==> src/rtl/regfile_write_arbiter_pkg.sv <==
// Shared register-file geometry and small helpers for the write-port arbiter.
package regfile_write_arbiter_pkg;

  localparam int REG_ADDR_W = 5;
  localparam int REG_DATA_W = 32;

  typedef logic [REG_ADDR_W-1:0] reg_addr_t;
  typedef logic [REG_DATA_W-1:0] reg_data_t;

  // Round-robin successor of idx among n requesters.
  function automatic int next_ptr(input int idx, input int n);
    return (idx >= n - 1) ? 0 : idx + 1;
  endfunction

endpackage

==> src/rtl/regfile_write_arbiter_rr_pick.sv <==
// Combinational round-robin picker: first valid bit at or after ptr, wrapping.
module rr_pick #(
  parameter int N  = 3,
  parameter int PW = (N > 1) ? $clog2(N) : 1
) (
  input  logic [N-1:0]  valid,
  input  logic [PW-1:0] ptr,
  output logic [N-1:0]  grant,
  output logic [PW-1:0] idx
);

  logic          found;
  logic [PW-1:0] cand;
  int            j;

  always_comb begin
    grant = '0;
    idx   = '0;
    found = 1'b0;
    cand  = '0;
    j     = 0;
    for (int k = 0; k < N; k++) begin
      j = int'(ptr) + k;
      if (j >= N) j = j - N;
      cand = PW'(j);
      if (!found && valid[cand]) begin
        grant[cand] = 1'b1;
        idx         = cand;
        found       = 1'b1;
      end
    end
  end

endmodule

==> src/rtl/regfile_write_arbiter.sv <==
// Round-robin arbiter sharing the single register-file write port among NREQ
// writeback sources; the granted write is registered onto wen/wsel/in.
module regfile_write_arbiter
  import regfile_write_arbiter_pkg::*;
#(
  parameter int NREQ    = 3,
  parameter int DROP_R0 = 0
) (
  input  logic                       clk,
  input  logic                       reset,
  input  logic                       hold,
  input  logic [NREQ-1:0]            req_valid,
  output logic [NREQ-1:0]            req_ready,
  input  logic [NREQ*REG_ADDR_W-1:0] req_addr,
  input  logic [NREQ*REG_DATA_W-1:0] req_data,
  output logic                       rf_wen,
  output logic [REG_ADDR_W-1:0]      rf_wsel,
  output logic [REG_DATA_W-1:0]      rf_wdata,
  output logic                       pend_valid,
  output logic [REG_ADDR_W-1:0]      pend_addr
);

  localparam int PW = $clog2(NREQ);

  logic [PW-1:0]   ptr;
  logic [PW-1:0]   win_idx;
  logic [NREQ-1:0] pick_valid;
  logic [NREQ-1:0] grant;
  logic            accept;
  reg_addr_t       win_addr;
  reg_data_t       win_data;

  assign pick_valid = hold ? '0 : req_valid;

  rr_pick #(.N(NREQ), .PW(PW)) u_pick (
    .valid (pick_valid),
    .ptr   (ptr),
    .grant (grant),
    .idx   (win_idx)
  );

  // Reset forces ready low asynchronously so no source sees a phantom handshake.
  assign req_ready = reset ? grant : '0;
  assign accept    = |(req_valid & req_ready);
  assign win_addr  = req_addr[int'(win_idx)*REG_ADDR_W +: REG_ADDR_W];
  assign win_data  = req_data[int'(win_idx)*REG_DATA_W +: REG_DATA_W];

  always_ff @(posedge clk or negedge reset) begin
    if (!reset) begin
      ptr      <= '0;
      rf_wen   <= 1'b0;
      rf_wsel  <= '0;
      rf_wdata <= '0;
    end else if (accept) begin
      ptr      <= PW'(next_ptr(int'(win_idx), NREQ));
      rf_wsel  <= win_addr;
      rf_wdata <= win_data;
      // Writes to r0 are still handshaken so the source retires, just never issued.
      rf_wen   <= !((DROP_R0 != 0) && (win_addr == '0));
    end else begin
      rf_wen <= 1'b0;
    end
  end

  assign pend_valid = rf_wen;
  assign pend_addr  = rf_wsel;

endmodule

==> config.mk <==
export PLATFORM = sky130hd
export DESIGN_NAME = regfile_write_arbiter
export DESIGN_NICKNAME = d
export VERILOG_FILES = /design/src/rtl/regfile_write_arbiter_pkg.sv /design/src/rtl/regfile_write_arbiter_rr_pick.sv /design/src/rtl/regfile_write_arbiter.sv
export SDC_FILE = /design/constraint.sdc
export NUM_CORES = 1
export LEC_CHECK = 0
export CAP_MARGIN = 25
export CORE_MARGIN = 8
export CORE_UTILIZATION = 35
export DETAILED_ROUTE_END_ITERATION = 6
export PLACE_DENSITY = 0.78
export SETUP_SLACK_MARGIN = 0.3
export SLEW_MARGIN = 30
export SYNTH_ARGS = -nofsm -noshare
export SYNTH_HDL_FRONTEND = slang
export SYNTH_HIERARCHICAL = 1
export SYNTH_SLANG_ARGS = --single-unit
==> constraint.sdc <==
create_clock -name clk -period 2.3 [get_ports clk]
set_input_delay 0.345 -clock clk [delete_from_list [all_inputs] [get_ports clk]]
set_output_delay 0.345 -clock clk [all_outputs]
set_load 0.03 [all_outputs]
Yosys cells after proc, flatten, opt, wreduce, memory -nomap -nowiden
Cells that the tools add are included.
- logic and storage cells: 61
- input bits: 117
- register bits: 40
- output and inout bits: 47
- reductions and logical operators: 8
- mux-type cells: 27
- add/subtract/negate cells: 6
- bitwise logic cells: 3
- multipliers: 1
- shifts and indexed selects: 2
- $lt $le $gt $ge: 10
- operator list (kind ; number):
    96-bit by 8-bit indexed part select with 32-bit output ; 1
    3-bit two-way mux ; 5
    15-bit by 6-bit indexed part select with 5-bit output ; 1
    2-bit two-way mux ; 7
    2-bit by 3-bit less-than comparator with 1-bit output (second input constant) ; 3
    1-bit two-way mux ; 9
    1-bit binary-select mux with 2-bit select ; 3
    1-bit demux with 2-bit select ; 3
    2-bit by 1-bit greater-or-equal comparator with 1-bit output (second input constant) ; 3
    3-bit by 2-bit greater-or-equal comparator with 1-bit output (second input constant) ; 2
    3-bit bitwise OR ; 2
    1-bit logical AND ; 5
    2-bit by 3-bit multiplier with 5-bit output (second input constant) ; 1
    2-bit greater-or-equal comparator (second input constant) ; 2
    2-bit by 1-bit subtractor with 2-bit output (second input constant) ; 2
    2-bit by 1-bit adder with 3-bit output (second input constant) ; 1
    2-bit by 2-bit adder with 3-bit output (second input constant) ; 1
    3-bit bitwise AND ; 1
    3-bit OR reduction ; 1
    2-bit by 1-bit adder with 2-bit output (second input constant) ; 1
    1-bit logical NOT ; 2
    2-bit subtractor (second input constant) ; 1

Depth between registers and ports, before layout
Gate-level depths: netlist of the first run.
- word-level depth: 15
- depth in mapped cells: 12
- mapped depth without buffers: 9

By module
The synthesis of the first run kept the hierarchy.
- modules (own cells, without submodules) (module ; times used ; sequential area each (sq um) ; cells an instance ; area each (sq um)):
    regfile_write_arbiter ; 1 ; 1001.0 ; 186 ; 2552.4
    rr_pick ; 1 ; 0.0 ; 38 ; 266.5

Least setup slack after synthesis of the first run
OpenSTA, ideal clock, no wires.
- path type: reg-to-reg
- start point: register ptr[1]
- end point: register rf_wsel[0] (netlist: pend_addr[0])
- setup slack: -146 ps
- required time: 2175 ps
- cell stages (with the launch flop): 12
- clock period less this slack: 2446 ps
- path buffers: 2
- library setup time: 125 ps
- data arrival time: 2320 ps
- cells stage by stage: dfrtp_1 > inv_1 > ha_1 > buf_6 > mux2i_1 > a32o_1 > a2bb2oi_2 > nor2_1 > a222oi_1 > nand2b_4 > buf_12 > mux2_4
- cells in the longest elaborated chain, start to end: 14
- elaborated cells between the ends (all ways): 51
- those cells by class: 5 x add/sub; 1 x mul; 9 x order compare; 1 x shift; 24 x mux; 3 x bitwise; 8 x reduce/logical
- ends and longest elaborated chain (what ; RTL line ; source):
    start: declaration ; regfile_write_arbiter.sv:25 ; logic [PW-1:0] ptr;
    start signal: assignment ; regfile_write_arbiter.sv:55 ; ptr <= PW'(next_ptr(int'(win_idx), NREQ));
    2-bit by 1-bit adder with 3-bit output, or another cell as far along ; regfile_write_arbiter_rr_pick.sv:23 ; j = int'(ptr) + k;
    3-bit by 2-bit greater-or-equal comparator with 1-bit output, or another cell as far along ; regfile_write_arbiter_rr_pick.sv:24 ; if (j >= N) j = j - N;
    2-bit two-way mux, or another cell as far along ; regfile_write_arbiter_rr_pick.sv:24 ;
    2-bit by 3-bit less-than comparator with 1-bit output (implied by the code), or another cell as far along ; regfile_write_arbiter_rr_pick.sv:27 ; grant[cand] = 1'b1;
    1-bit logical AND (implied by the code), or another cell as far along ; regfile_write_arbiter_rr_pick.sv:27 ;
    1-bit two-way mux (implied by the code), or another cell as far along ; regfile_write_arbiter_rr_pick.sv:27 ;
    1-bit demux with 2-bit select, or another cell as far along ; n/a ;
    3-bit bitwise OR (no line) or 1-bit two-way mux (tied branches) ; n/a ;
    3-bit two-way mux or 1-bit logical NOT (tied branches) ; regfile_write_arbiter_rr_pick.sv:26 ; if (!found && valid[cand]) begin
    3-bit bitwise OR (no line) or 1-bit logical AND (tied branches) ; n/a ;
    3-bit two-way mux (*) ; regfile_write_arbiter_rr_pick.sv:26 ;
    named net grant[1] ; regfile_write_arbiter.sv:28 ; logic [NREQ-1:0] grant;
    3-bit two-way mux (*) ; regfile_write_arbiter.sv:43 ; assign req_ready = reset ? grant : '0;
    3-bit bitwise AND (*) ; regfile_write_arbiter.sv:44 ; assign accept = |(req_valid & req_ready);
    3-bit OR reduction (*) ; regfile_write_arbiter.sv:44 ;
    end signal: assignment ; regfile_write_arbiter.sv:56 ; rf_wsel <= win_addr;
    end: declaration ; regfile_write_arbiter.sv:17 ; output logic [REG_ADDR_W-1:0] rf_wsel,
The timed path passes the listed nets; every way through them passes the cells marked *. The select of a mux whose other input is x is not followed.
A chain may end at the register's enable or synchronous reset.

Worst setup path after layout of the first run
- start point: input port req_valid[2]
- end point: register rf_wdata[0]
- cells in the longest elaborated chain, start to end: 13
- elaborated cells between the ends (all ways): 25
- those cells by class: 1 x shift; 16 x mux; 3 x bitwise; 5 x reduce/logical
- ends and longest elaborated chain (what ; RTL line ; source):
    start: declaration ; regfile_write_arbiter.sv:12 ; input logic [NREQ-1:0] req_valid,
    3-bit two-way mux (*) ; regfile_write_arbiter.sv:33 ; assign pick_valid = hold ? '0 : req_valid;
    named net pick_valid[2] ; regfile_write_arbiter.sv:27 ; logic [NREQ-1:0] pick_valid;
    1-bit binary-select mux with 2-bit select ; regfile_write_arbiter_rr_pick.sv:26 ;
    1-bit two-way mux (implied by the code) ; regfile_write_arbiter_rr_pick.sv:26 ;
    1-bit two-way mux ; regfile_write_arbiter_rr_pick.sv:26 ;
    1-bit logical NOT ; regfile_write_arbiter_rr_pick.sv:26 ;
    1-bit logical AND ; regfile_write_arbiter_rr_pick.sv:26 ;
    1-bit two-way mux ; regfile_write_arbiter_rr_pick.sv:26 ;
    1-bit logical NOT ; regfile_write_arbiter_rr_pick.sv:26 ;
    1-bit logical AND ; regfile_write_arbiter_rr_pick.sv:26 ;
    3-bit two-way mux (*) ; regfile_write_arbiter_rr_pick.sv:26 ;
    named net grant[0] ; regfile_write_arbiter.sv:28 ;
    3-bit two-way mux (*) ; regfile_write_arbiter.sv:43 ;
    3-bit bitwise AND (*) ; regfile_write_arbiter.sv:44 ;
    3-bit OR reduction (*) ; regfile_write_arbiter.sv:44 ;
    end signal: assignment ; regfile_write_arbiter.sv:57 ; rf_wdata <= win_data;
    end: declaration ; regfile_write_arbiter.sv:18 ; output logic [REG_DATA_W-1:0] rf_wdata,
Marked as above.

==> impl_results.md, run 1 <==
- Status: complete, but fails checks
- Failing checks: negative setup slack
- Multi-input gate area: 0.00174 mm²
- Sequential cell area fraction in the yosys report: 0.355
- Clk sinks: 40
- Top FF cell, synth: dfrtp_1
- Hold crit path type: input pin to async pin
- Crit path kind: input pin to flop
- IO Count: 164
- DRT iter0 DRCs: 59
- Cts bufs inserted: 5
- Final setup fails: 42
- Total die area: 0.0112 mm²
- Critical Path RT: 2.48 ns
- Post-synth EDFFs: 0
- Post-Synth Simple-Gate Area: 0.0408
- Die Y: ~110 µm
- Yosys top cell area share: 0.355
- Yosys reg bits: 40
- Critical path startpoint: req_valid[2]
- Setup crit end kind: flop
- DP HPWL: 7.50 mm
- First-pass GRT wire length: 15.4 mm
- Core box area: 0.00777 mm²
- Fill cell count: 590
- Routability Congestion: 0.850
- Area delta synth->final: 82.4%
- Reg2reg start: ptr[1]
- Syn nets: 345
- Unrepaired setup endpoints after global routing: true
- Vias: 2556
- Yosys warning total: 6
- Vias in the first global route: ~2900
- CP Launch Type: input pin
- Clock Tree Buf Depth: 2
- Cell area after synthesis: 0.00282 mm²
- Adder-Cell Fraction of Synth Area: 0.0178
- Slew @ Worst Pin: 0.500 ns
- CTS tree: done
- Initial antenna violation count: 0
- Tcrit/Tclk final: 1.13
- Synth top area cells: dfrtp_1 (36%), mux2_4 (21%), mux2i_1 (14%)
- Final core utilization: 0.662
- PortBufs: around 160
- Inserted Diodes: 0
- Starting Density: 0.363
- Max-slew violation count: 0
- Routed Wire Length: between 9 and 10 mm
- Clock Latency Late Sink: 0.30 ns
- Multiplexer share of the synthesized area: 0.346
- Reg area: 0.00100 mm²
- Largest net degree at the start of global routing: 40
- Grt ovf: 0
- Layout cells sized above 1: 0.276
- Chip Width: 106 µm
- PwrDens: 1470 mW/mm²
- NumNets Final: 530
- Post-synthesis compound-gate area fraction: 0.158
- Root Buffer: clkbuf_8
- Cells after Synth: 224
- H-tree depth: 2
- Worst EP arrival: 2.77 ns
- Mapped Avg Cell Area: around 13 µm²
- Max rail drop VDD: 0.000718 V
- Largest family of logic cells by synthesized area: multiplexers
- Post-route ant nets: 0
- Post-route setup TNS: -10.82 ns
- Overall global routing resource usage: 0.169
- Final Hold Vio Count: 0
- DR WL/cell: 19.4 µm
- Post-synthesis xor/xnor area fraction: 0
- # rows: 32
- CTS clk-pin slew, worst paths: 0.09 ns
- Yosys cell types: 31
- DRC violations left: 0
- Fmax: 0.386 GHz
- Asr flop ratio synth: 1.00
- Headroom to the max-slew limit: 0.667
- LEAKAGE: 2.20 nW
- Clock skew: 0.00882 ns
- Worst setup slack after layout: -0.292 ns
- Synth area leader: dfrtp_1
- Pre-antenna DRT Iters: 4
- Crit-path max FO: 7
- Via/cell ratio: 4.99
- Crit path time final: 2.59 ns
- Max Cap Violations: 0
==> cells by family (layout without fill, tap and decap cells) <==
group,count (synthesis),in the layout
AND/OR/NAND/NOR,19,19
buffers and inverters,29,215
adder cells (fa/ha/maj),4,4
flip-flops,40,40
AO/OA/AOI/OAI,54,54
multiplexers,78,78
==> worst max-delay path: stages <==
cell and delay (ns):
clkdlybuf4s50_1 0.50, nor2b_4 0.20, buf_4 0.16, nand4bb_1 0.12
o21ai_0 0.08, a31oi_1 0.17, o22ai_1 0.13, a222oi_1 0.27
nand2b_4 0.29, clkbuf_16 0.20, mux2_4 0.29
==> per-layer routing <==
metal  GRT usage  vias up  share of wire
met5           0        -              0
met4      0.0322        0         0.0094
met3      0.0627        8          0.085
met2       0.294      127           0.50
met1       0.193     1213           0.41
li1            -     1208              -
==> stage by stage <==
| stage | hold slack, ns | setup WS (ns) | cells | instance area [µm²] | power, W |
|---|---|---|---|---|---|
| after floorplan | 0.0494 | -0.112 | 224 | 2820 | 0.00458 |
| after global placement | 0.170 | -0.583 | 493 | 4680 | 0.00623 |
| after detailed placement | 0.177 | -0.634 | 493 | 4680 | 0.00635 |
| after CTS | 0.244 | -0.257 | 508 | 5030 | 0.00744 |
| after global routing | 0.271 | -0.402 | 512 | 5140 | 0.00798 |
| final | 0.229 | -0.292 | 512 | 5140 | 0.00757 |
==> power breakdown <==
part | internal, W | total (W) | switching (W)
logic | 0.00308 | 0.00567 | 0.00259
registers | 0.00107 | 0.00130 | 0.000231
clock network | 0.000327 | 0.000597 | 0.000269
total | 0.00448 | 0.00757 | 0.00309
==> layout make-up <==
class	count	area share
timing repair buffer	201	0.416
multi-input combinational	155	0.338
sequential	40	0.195
tap	102	0.0248
clock buffer	5	0.0134
clock inverter	3	0.00900
inverter	6	0.00438
==> sequential cells by signal, summed over array words and instances (netlist names) <==
name and count:
rf_wdata 32, pend_addr 5, ptr 2, pend_valid 1
==> placed cells by master (no fill, tap or decap), types with 3 or more instances in the layout <==
| cell | instances |
|---|---|
| ha_4 | 3 |
| dfrtp_1 | 40 |
| buf_4 | 19 |
| mux2_4 | 39 |
| inv_1 | 4 |
| buf_6 | 7 |
| mux2i_1 | 38 |
| nor2b_4 | 5 |
| o2bb2ai_1 | 37 |
| clkdlybuf4s50_1 | 156 |
| buf_12 | 9 |
| clkbuf_8 | 5 |
| and2_1 | 3 |
==> Yosys cell counts, types with 2 or more instances <==
cell	n
a21oi_1	5
and2_1	3
buf_12	4
buf_2	6
buf_4	7
buf_6	3
clkbuf_1	3
dfrtp_1	40
ha_1	4
inv_1	6
mux2_4	39
mux2i_1	39
nand2_1	3
nor2_1	3
nor2b_1	5
o22ai_1	2
o2bb2ai_1	37
or2_1	2
==> final timing paths <==
check / depth (start not counted) / to / slack (ns)
min reg2reg: 1 / rf_wdata[12] / 0.52
min: 2 / pend_addr[3] / 0.23
min in group clk: 1 / rf_wdata[12] / 0.52
max in group asynchronous: 2 / rf_wdata[7] / 1.70
max: 11 / rf_wdata[0] / -0.29
max reg2reg: 11 / rf_wdata[0] / -0.29
==> repair_timing <==
item | in CTS | in global routing
endpoints found under the setup margin | 43 | 43
hold buffers | 1 | 0
setup buffers | 4 | 1
pin swaps | 1 | 3
gates resized for setup | 35 | 13
endpoints found under the hold margin | 1 | 0
gates cloned | 2 | 3
Power figures use the tool's default switching activity.
==> inputs of run 2 (changes only) <==
--- a/config.mk
+++ b/config.mk
@@ -6,10 +6,9 @@
 export NUM_CORES = 1
 export LEC_CHECK = 0
 export CAP_MARGIN = 25
-export CORE_MARGIN = 8
-export CORE_UTILIZATION = 35
+export CORE_UTILIZATION = 39
 export DETAILED_ROUTE_END_ITERATION = 6
-export PLACE_DENSITY = 0.78
+export PLACE_DENSITY = 0.82
 export SETUP_SLACK_MARGIN = 0.3
 export SLEW_MARGIN = 30
 export SYNTH_ARGS = -nofsm -noshare
==> constraint.sdc (replaced) <==
create_clock -name clk -period 2.7 [get_ports clk]
set_input_delay 0.405 -clock clk [delete_from_list [all_inputs] [get_ports clk]]
set_output_delay 0.405 -clock clk [all_outputs]
set_load 0.03 [all_outputs]
==> run 2 against run 1 <==
Compared with the run above: the flow still finishes with violations (negative setup slack); largest cell class unchanged; largest power group unchanged; power shrank 19%; final area shrank 2.9%; die area shrank 32%; via count grew 1.7%.
==> impl_results.md, run 2 (same netlist as run 1, synthesis figures left out) <==
- PortBufs: 163 (unchanged)
- Initial antenna violation count: 0 (unchanged)
- Place WS: -0.398 ns (+0.235 ns)
- Core box area: 0.00691 mm² (-11%)
- First-pass GRT wire length: 12.9 mm (-16%)
- Die Y: 87.0 µm (-18%)
- Final Hold Vio Count: 0 (unchanged)
- Worst EP arrival: 2.94 ns (+0.17 ns)
- Starting Density: 0.408 (+0.0452)
- # rows: 30 (-6.3%)
- Largest net degree at the start of global routing: 44 (+10%)
- DRC violations left: 0 (unchanged)
- Unrepaired setup endpoints after global routing: true
- Hold crit path type: input pin to async pin
- Overall global routing resource usage: 0.225 (+0.0558)
- Most common cell after layout, fill and taps aside: clkdlybuf4s50_1
- Crit path kind: input pin to flop
- H-tree depth: 2 (unchanged)
- Setup crit end kind: flop
- Layout cells sized above 1: 0.267 (-0.00894)
- Clock Tree Buf Depth: 2 (unchanged)
- Tcrit/Tclk final: 1.02
- Post-route ant nets: 0 (unchanged)
- CP Launch Type: input pin
- Top reg by flops: rf_wdata
- Post-route setup TNS: -1.06 ns (+9.76 ns)
- Inserted Diodes: 0 (unchanged)
- NumNets Final: 525 (-0.94%)
- Max rail drop VDD: 0.000559 V (-22%)
- Slew @ Worst Pin: 0.537 ns (+0.0370 ns)
- Clock Latency Late Sink: 0.29 ns (about the same)
- FF-to-FF setup slack: -0.05 ns (+0.24 ns)
- Clock skew: 0.0114 ns (+0.00257 ns)
- Crit path time final: approximately 2.8 ns
- Total power: 0.00615 W (-19%)
- Vias in the first global route: 2597 (-11%)
- Hold buffers post-CTS: 0 (-1)
- Vias: 2600 (+1.7%)
- Final core utilization: 0.723 (+0.0606)
- Headroom to the max-slew limit: 0.642 (-0.0247)
- Grt ovf: 0 (unchanged)
- Via/cell ratio: 5.19 (+4.0%)
- DP HPWL: 6.61 mm (-12%)
- Max Cap Violations: 0 (unchanged)
- DR WL/cell: 17.8 µm (-8.1%)
- Routed Wire Length: 8.93 mm (-10%)
- Routability Congestion: 0.929 (+9.2%)
- Max-slew violation count: 0 (unchanged)
- IO Count: 164 (unchanged)
- PwrDens: 1230 mW/mm² (-16%)
- Critical Path RT: 2.88 ns (+0.40 ns)
- Worst setup slack after layout: -0.0559 ns (+0.236 ns)
- Total die area: 0.00757 mm² (-32%)
- Final setup fails: 39 (-7.1%)
- Fmax: 0.363 GHz
- CTS tree: done
- Clk sinks: 40 (unchanged)
- Chip Width: 87.0 µm (-18%)
- Fill cell count: 527 (-11%)
- LEAKAGE: 2.15 nW (-2.3%)
- Final hold slack: 0.233 ns (+0.00376 ns)
- Commonest non-fill, non-tap cells in the layout: clkdlybuf4s50_1 (156), dfrtp_1 (40), mux2_4 (39)
- Root Buffer: clkbuf_8
- Crit-path max FO: 7 (unchanged)
- DRT iter0 DRCs: 104 (+76%)
- CTS clk-pin slew, worst paths: 0.08 ns (about the same)
- Pre-antenna DRT Iters: 4 (unchanged)
- Cts bufs inserted: 5 (unchanged)
- Area delta synth->final: 77.1%
- Failing checks: negative setup slack
- Max reg flops: 32 (unchanged)
- Status: complete, but fails checks
run 2: cell count changes in the layout (fill, tap and decap cells not counted), moves of 2 or more:
cell     previous run  this run
buf_12              9         5
buf_6               7         5
buf_4              19        23
nor2b_4             5         3
nor2b_2             0         2
run 2: where the power goes:
part / internal, W / leakage [nW] / total, W / switching (W)
Combinational: 0.00237 / 1.60 / 0.00452 / 0.00215
Sequential: 0.000911 / 0.485 / 0.00111 / 0.000203
Clock: 0.000302 / 0.0614 / 0.000516 / 0.000214
Total: 0.00359 / 2.15 / 0.00615 / 0.00256
run 2: worst max-delay path, stage by stage:
cell and delay [ns]:
clkdlybuf4s50_1 0.48, nor2b_2 0.16, buf_4 0.14, nand4bb_1 0.15, o21ai_0 0.13, a31oi_1 0.21
o22ai_1 0.12, a222oi_1 0.30, nand2b_4 0.32, clkbuf_16 0.20, mux2_4 0.30
run 2: timing repair:
item                                    CTS  global route
endpoints found under the setup margin   43            43
gates resized for setup                  23            21
pin swaps                                 1             7
setup buffers                             2             6
gates cloned                              0             3
run 2: routing by layer:
| metal | track usage | vias to the layer above | wire length, µm |
|---|---|---|---|
| li1 | - | 1196 | - |
| met1 | 0.243 | 1243 | 3360 |
| met2 | 0.417 | 140 | 4600 |
| met3 | 0.0720 | 21 | 799 |
| met4 | 0.0652 | 0 | 170 |
| met5 | 0 | - | 0 |
run 2: final timing paths:
check	from	endpoint	cells after the start
worst max register to register	ptr[1]	pend_addr[0]	11
worst min register to register	rf_wdata[9]	rf_wdata[9]	1
worst min-delay path	reset	rf_wdata[18]	2
min in group clk	rf_wdata[9]	rf_wdata[9]	1
worst max-delay path	req_valid[2]	pend_addr[0]	11
max in group asynchronous	reset	rf_wdata[8]	2
run 2: stage by stage:
stage / instances / instance area [µm²]
4_1_cts: 492 / 4820
3_3_place_gp: 482 / 4590
6_report: 501 / 4990
5_1_grt: 501 / 4990
2_1_floorplan: 224 / 2820
3_5_place_dp: 482 / 4590
run 2: final cells by class:
| cell class | instances | area [µm²] | share of cell area |
|---|---|---|---|
| timing repair buffer | 196 | 2000 | 0.402 |
| inverter | 6 | 25.0 | 0.00501 |
| clock inverter | 2 | 38.8 | 0.00777 |
| tap | 96 | 120 | 0.0241 |
| multi-input combinational | 155 | 1720 | 0.344 |
| clock buffer | 6 | 82.6 | 0.0165 |
| sequential | 40 | 1000 | 0.201 |
==> inputs of run 3 (changes only) <==
--- a/config.mk
+++ b/config.mk
@@ -6,9 +6,12 @@
 export NUM_CORES = 1
 export LEC_CHECK = 0
 export CAP_MARGIN = 25
-export CORE_UTILIZATION = 39
+export CELL_PAD_IN_SITES_DETAIL_PLACEMENT = 2
+export CELL_PAD_IN_SITES_GLOBAL_PLACEMENT = 2
+export CORE_ASPECT_RATIO = 0.9
+export CORE_UTILIZATION = 23
 export DETAILED_ROUTE_END_ITERATION = 6
-export PLACE_DENSITY = 0.82
+export PLACE_DENSITY_LB_ADDON = 0.1
 export SETUP_SLACK_MARGIN = 0.3
 export SLEW_MARGIN = 30
 export SYNTH_ARGS = -nofsm -noshare
==> run 3 against run 2 <==
Compared with the run above: the flow now finishes without violations; power grew 7.2%; via count shrank 0.35%; largest power group unchanged; critical path type unchanged; highest routed layer unchanged; setup slack better by 0.056 ns; routed wire length grew 15%; maximum frequency grew 2.1%; sequential cell count did not move; largest cell class unchanged; core utilization fell by 27 points.
==> impl_results.md, run 3 (same netlist as run 1, synthesis figures left out) <==
- Status: complete, no violations
- Fin area: 0.00527 mm² (+5.5%)
- # rows: 37 (+23%)
- Crit-path max FO: 8 (+1)
- CTS clk-pin slew, worst paths: 0.06 ns (-0.02 ns)
- Number of cells on the worst reg-to-reg path: 11 (unchanged)
- Hold crit path type: input pin to async pin
- Crit path time final: 2.70 ns (-0.0563 ns)
- Overall global routing resource usage: 0.159 (-0.0653)
- DRT iter0 DRCs: 94 (-9.6%)
- Clock Tree Buf Depth: 2 (unchanged)
- Die Y: 107 µm (+23%)
- Largest net degree at the start of global routing: 44 (unchanged)
- CP Launch Type: input pin
- Via/cell ratio: 4.57 (-12%)
- Unrepaired setup endpoints after global routing: true
- Final setup fails: 0 (-100%)
- Crit path capture: rf_wdata[19]
- Final Hold Vio Count: 0 (unchanged)
- Worst EP arrival: 2.86 ns (-0.08 ns)
- Starting Density: 0.242 (-0.167)
- Final hold slack: 0.244 ns (+0.0114 ns)
- Clock skew: 0.00441 ns (-0.00698 ns)
- Most common cell after layout, fill and taps aside: clkdlybuf4s50_1
- Worst R2R End: rf_wdata[19]
- Commonest non-fill, non-tap cells in the layout: clkdlybuf4s50_1 (156), mux2_4 (39), dfrtp_1 (39)
- LEAKAGE: 2.22 nW (+3.4%)
- Core box area: 0.0117 mm² (+69%)
- Root Buffer: clkbuf_16
- Clk sinks: 40 (unchanged)
- Layout cells sized above 1: 0.287 (+0.0204)
- Cts bufs inserted: 5 (unchanged)
- Critical path startpoint: req_valid[1]
- CTS tree: done
- Max Cap Violations: 0 (unchanged)
- Max reg flops: 32 (unchanged)
- Vias in the first global route: 2892 (+11%)
- FF-to-FF setup slack: 0.01 ns (+0.06 ns)
- Slew @ Worst Pin: 0.585 ns (+0.0480 ns)
- Vias: 2591 (-0.35%)
- Chip Width: 119 µm (+36%)
- Tcrit/Tclk final: 1.00 (-0.0209)
- Setup crit end kind: flop
- Headroom to the max-slew limit: 0.610 (-0.0320)
- Fmax: 0.370 GHz (+2.1%)
- PortBufs: 163 (unchanged)
- DP HPWL: 7.66 mm (+16%)
- Reg area: 0.00100 mm² (+0.12%)
- DR WL/cell: 18.1 µm (+1.8%)
- Top reg by flops: rf_wdata
- Crit path kind: input pin to flop
- Post-route ant nets: 0 (unchanged)
- Max-slew violation count: 0 (unchanged)
- Area delta synth->final: 86.8%
- First-pass GRT wire length: 15.7 mm (+22%)
- Max rail drop VDD: 0.000403 V (-28%)
- Total die area: 0.0127 mm² (+68%)
- H-tree depth: 2 (unchanged)
- Reg2reg start: ptr[0]
- Initial antenna violation count: 0 (unchanged)
- Multi-input gate area: 0.00176 mm² (+2.6%)
- Fill cell count: 1204 (+130%)
- Inserted Diodes: 0 (unchanged)
- IO Count: 164 (unchanged)
- Critical Path RT: 2.86 ns (-0.02 ns)
- Pre-antenna DRT Iters: 4 (unchanged)
- Routability Congestion: 0.824 (-11%)
- DRC violations left: 0 (unchanged)
- DP Area: 0.00469 mm² (+2.1%)
- Clock Latency Late Sink: 0.28 ns (about the same)
- Dpl cells: 543 (+13%)
- Cell Count, Final, Fillers Out: 567 (+13%)
- Routed Wire Length: 10.3 mm (+15%)
- PwrDens: 1250 mW/mm² (+1.7%)
- Grt ovf: 0 (unchanged)
- NumNets Final: 531 (+1.1%)
==> run 3: cell types whose count changed in the layout (fill, tap and decap cells not counted), sizes merged <==
cell          previous run  this run
dlymetal6s2s             2         0
buf                     34        43
clkbuf                   9         7
dlygate4sd2              1         3
clkinv                   1         0
==> run 3: final cells by class <==
class	instances	share of cell area
repair buffers	202	0.399
multi-input cells	155	0.335
flip-flops and latches	40	0.190
well taps	156	0.0371
clock buffers	7	0.0290
clock inverters	1	0.00570
inverters	6	0.00428
==> run 3: worst max-delay path: stages <==
cell             delay (ns)
clkdlybuf4s50_1        0.49
nor2b_4                0.21
mux2i_4                0.11
or2_4                  0.26
a21oi_4                0.16
nor2_2                 0.07
a222oi_1               0.34
nand2b_4               0.26
buf_12                 0.13
buf_12                 0.13
mux2_4                 0.30
==> run 3: power breakdown <==
group | switching (W) | internal (W) | total, W
Clock | 0.000232 | 0.000487 | 0.000719
Sequential | 0.000199 | 0.000914 | 0.00111
Combinational | 0.00224 | 0.00252 | 0.00476
==> run 3: worst min-delay path by stage <==
stage / start / endpoint / slack [ns] / cells after the start
floorplan: reset / pend_addr[0] / 0.11 / 0
global placement: rf_wdata[31] / rf_wdata[31] / 0.49 / 1
detailed placement: rf_wdata[10] / rf_wdata[10] / 0.49 / 1
CTS: reset / rf_wdata[1] / 0.26 / 2
global route: reset / rf_wdata[2] / 0.30 / 2
finish: reset / rf_wdata[3] / 0.24 / 2
==> run 3: stage by stage <==
stage	setup TNS [ns]	utilization	total power [W]	setup slack [ns]
2_1_floorplan	0	-	0.00391	0.288
3_3_place_gp	-13.44	0.402	0.00528	-0.349
3_5_place_dp	-15.90	0.402	0.00537	-0.434
4_1_cts	0	0.443	0.00654	0.0343
5_1_grt	-3.42	0.451	0.00695	-0.125
6_report	0	0.451	0.00659	0.000403
==> run 3: metal layers <==
layer  routed length [µm]  global-route usage  vias up
li1                     -                   -     1212
met1                 4160               0.185     1265
met2                 5160               0.278      110
met3                  905              0.0601        4
met4                   60              0.0353        0
met5                    0                   0        -
==> run 3: what timing repair did <==
action / in CTS / in global routing
hold buffers: 0 / 0
setup buffers: 12 / 2
pin swaps: 5 / 6
setup endpoints to repair: 43 / 43
gates resized for setup: 36 / 20
cloned: 2 / 0
